$ cat src/rtl/detector_jogada.sv
// detector_jogada: synchronises and debounces four player keys and emits clean one-hot plays.
// Multi-key presses raise multipla instead. Every press must be released and debounced before the next one.
module detector_jogada #(
   parameter int DEBOUNCE_CYCLES = 50000,
   parameter int CNT_W = 16
) (
   input  logic       clock,
   input  logic       reset,
   input  logic       habilita,
   input  logic [3:0] chaves,
   output logic       jogada_feita,
   output logic [3:0] jogada,
   output logic       multipla,
   output logic [3:0] db_estado
);
   typedef enum logic [2:0] {
      ESPERA   = 3'd0,
      FILTRA   = 3'd1,
      EMITE    = 3'd2,
      INVALIDA = 3'd3,
      SOLTA    = 3'd4
   } estado_t;
   estado_t          estado;
   logic [3:0]       meta;
   logic [3:0]       sync;
   logic [3:0]       amostra;
   logic [CNT_W-1:0] cnt;
   logic             fim;
   logic             um_quente;
   assign fim       = cnt == CNT_W'(DEBOUNCE_CYCLES - 1);
   assign um_quente = (amostra & (amostra - 4'd1)) == 4'd0;
   assign db_estado = {1'b0, estado};
   // Pulses are set on the edge that enters EMITE/INVALIDA, so they are high exactly in that state.
   always_ff @(posedge clock or negedge reset)
      if (!reset) begin
         meta         <= '0;
         sync         <= '0;
         estado       <= SOLTA;
         cnt          <= '0;
         amostra      <= '0;
         jogada       <= '0;
         jogada_feita <= 1'b0;
         multipla     <= 1'b0;
      end else begin
         meta         <= chaves;
         sync         <= meta;
         jogada_feita <= 1'b0;
         multipla     <= 1'b0;
         case (estado)
            ESPERA:
               if (habilita && sync != 4'd0) begin
                  estado  <= FILTRA;
                  amostra <= sync;
                  cnt     <= '0;
               end
            FILTRA:
               if (!habilita) begin
                  estado <= SOLTA;
                  cnt    <= '0;
               end else if (sync == 4'd0)
                  estado <= ESPERA;
               else if (sync != amostra) begin
                  amostra <= sync;
                  cnt     <= '0;
               end else if (fim) begin
                  if (um_quente) begin
                     estado       <= EMITE;
                     jogada       <= amostra;
                     jogada_feita <= 1'b1;
                  end else begin
                     estado   <= INVALIDA;
                     multipla <= 1'b1;
                  end
               end else
                  cnt <= cnt + 1'b1;
            EMITE, INVALIDA: begin
               estado <= SOLTA;
               cnt    <= '0;
            end
            default:
               if (sync != 4'd0)
                  cnt <= '0;
               else if (fim)
                  estado <= ESPERA;
               else
                  cnt <= cnt + 1'b1;
         endcase
      end
endmodule
$ cat config.mk
export PLATFORM = sky130hd
export DESIGN_NAME = detector_jogada
export DESIGN_NICKNAME = d
export VERILOG_FILES = /design/src/rtl/detector_jogada.sv
export SDC_FILE = /design/constraint.sdc
export NUM_CORES = 1
export LEC_CHECK = 0
export ABC_CLOCK_PERIOD_IN_PS = 4890
export CORE_MARGIN = 2
export CORE_UTILIZATION = 55
export DETAILED_ROUTE_END_ITERATION = 7
export PLACE_DENSITY = 0.85
export SLEW_MARGIN = 20
export SYNTH_ARGS = -nofsm -noshare
export SYNTH_HDL_FRONTEND = slang
export SYNTH_SLANG_ARGS = --single-unit
$ cat constraint.sdc
create_clock -name clock -period 4.89 [get_ports clock]
set_input_delay 0.978 -clock clock [delete_from_list [all_inputs] [get_ports clock]]
set_output_delay 0.978 -clock clock [all_outputs]
set_load 0.02 [all_outputs]
==> impl_metrics.ini <==
[outcome]
status = finished clean

[global_route]
grt_pass1_vias = 1201
grt_max_degree = 38
grt_pass1_wl_um = 5320
grt_use_total_pct = 19.9
overflow = 0
antenna_found_initial = 0

[timing]
rsz0062_at_grt = false
slew_headroom_pct = 52.7
setup-violations-final = 0
slew_viol_final = 0
period_share_pct = 61.1
min_period_ps = 2990
finalHoldViolCount = 0
fmax_mhz = 335
tns_ps = 0
worstMarginPinSlew_ps = 710
clock-skew-final_ps = 12.0

[detailed_routing]
vias_per_cell = 5.60
firstDrtPassIters = 4
ant_nets = 0
num_vias = 1216
drtIter0Drc = 58
wirelength_um = 3170
drc = 0
wire_per_inst_um = 14.6

[setup_path]
critPathKind = in -> reg
worstSetupStartpointType = primary input
cp.required_ps = 5140
worstRegToRegCells = 6
crit_fanout = 17
r2r_start = cnt[7]
r2r_slack_ps = 2510
startpoint = habilita
timing.rr.end = estado[0]
cp-end-kind = register
critPathArrivalTime_ps = 3230

[logic_synthesis]
synth_edf_count = 0
synthTopCellsByArea = dfrtp_1, xnor2_1, nor2_1, mux2_4, nor4_1
yosysSeqAreaShare_pct = 52.5
synth_area_um2 = 1770
synth_ff_type = dfrtp_1
synth_top_cell_by_area = dfrtp_1
synth_fp_nets = 161
synth.most_common_cell = dfrtp_1
synthArstFlopShare_pct = 100
synthCells = 153
syn_area_per_cell_um2 = 11.5
ys_types = 41
synth_commonest_cells = dfrtp_1, nor2_1, xnor2_1, nor4_1, nand3_1
yosys_warnings = 0
synth_top_cell_area_share_pct = 51.0
ys_seq_elements = 37

[clock_tree]
cts_made_buffers = 5
cts_sinks = 37
cts_hold_buf = 0
root_buffer = clkbuf_4
cts_tree = done
cts_resized = 0
path_clk_slew_ps = 110
post_cts_buffers = 0
cts_buffer_depth = 2
clk_latency_ps = 350
cts_max_level = 2

[layout]
final_nets = 180
drive_above_1_share_pct = 14.5
syn2layout_area_growth_pct = 16.7
n_antenna_cell = 0

[power]
vdd_drop_max_mv = 0.159
finalPower_uw = 590
p_per_area_nw_per_um2 = 287
p_leak_nw = 0.859

[floorplan]
rows = 20
coreArea_um2 = 3050
start_util_pct = 57.8
ioPinCount = 17
fp.dieArea_um2 = 3680
chipWidth_um = 60.7
die_h_um = 60.7

[run]
cap_violations = 0

[placed_design]
gp_congestion = 0.892
dpl.hpwl_um = 2230
portBuffers = 15

[worst_hold_path]
hold_path.class = reg -> reg
hp-start = meta[2]
hold_depth = 0
hold_end = sync[2]
-- routing by layer --
layer  GRT usage (%)  vias to the layer above  part of all wire, %  wire (um)
li1                -                      585                    -          -
met1            23.3                      590                   43       1360
met2            33.9                       35                   50       1580
met3            6.40                        6                  5.4        172
met4            8.07                        0                  1.7         55
met5               0                        -                    0          0
-- worst max-delay path, stage by stage --
cell,delay [ps]
clkdlybuf4s50_1,530
o41a_1,350
and3b_1,420
a221oi_2,620
buf_4,270
nor2_1,60
-- kinds of logic after synthesis --
group	synth area share (%)
other	0.212
xor gates and xnor gates	9.43
muxes	7.16
AOI/OAI and AO/OA	4.61
and+or+nand+nor	22.3
DFF	52.5
buffers and inverters	2.48
adders and majority gates	1.28
-- sequential cells by signal (all words and copies together), names as in the netlist --
signal,flops
sync,4
amostra,4
multipla,1
jogada_feita,1
meta,4
estado,3
cnt,16
jogada,4
-- cells in the final DEF (no fill, tap or decap), types with 4 or more instances in the layout --
cell type	netlist	routed
nand2_1	6	6
nor4_1	8	8
mux2_4	4	4
xnor2_1	15	15
o21ai_0	4	4
nor2_1	18	18
mux2_2	4	4
clkdlybuf4s50_1	0	15
dfrtp_1	36	36
nor3_1	4	4
xor2_1	4	4
nand3_1	7	7
clkbuf_4	0	5
-- per-stage QoR --
step | area [um^2] | util (%) | worst slack (ps) | hold WS (ps) | std cells
CTS | 2050 | 67.2 | 1810 | 361 | 216
detailed placement | 1950 | 63.9 | 1440 | 335 | 208
finish | 2060 | 67.5 | 1900 | 358 | 217
floorplan | 1770 | - | 2470 | 331 | 153
global placement | 1950 | 63.9 | 1590 | 332 | 208
global route | 2060 | 67.5 | 1770 | 370 | 217
-- how the worst max path moves through the flow --
stage | slack [ps] | endpoint | cells past startpoint
floorplan | 2470 | cnt[10] | 6
global placement | 1590 | cnt[11] | 5
detailed placement | 1440 | cnt[2] | 5
CTS | 1810 | cnt[2] | 5
global route | 1770 | cnt[8] | 6
finish | 1900 | cnt[8] | 6
-- power breakdown --
| part | switching [mW] | internal [mW] | leakage (nW) |
|---|---|---|---|
| Clock | 0.102 | 0.158 | 0.0552 |
| Combinational | 0.0106 | 0.00721 | 0.314 |
| Sequential | 0.00281 | 0.309 | 0.490 |
-- cell type report --
cell class | instances | area (um^2)
Inverter | 2 | 7.51
Multi-Input combinational cell | 108 | 795
Clock buffer | 5 | 37.5
Sequential cell | 37 | 927
Timing Repair Buffer | 18 | 173
Tap cell | 44 | 55.1
Clock inverter | 3 | 65.1
Fill cell | 236 | 993
No activity file was read; power rests on OpenSTA's default activity.
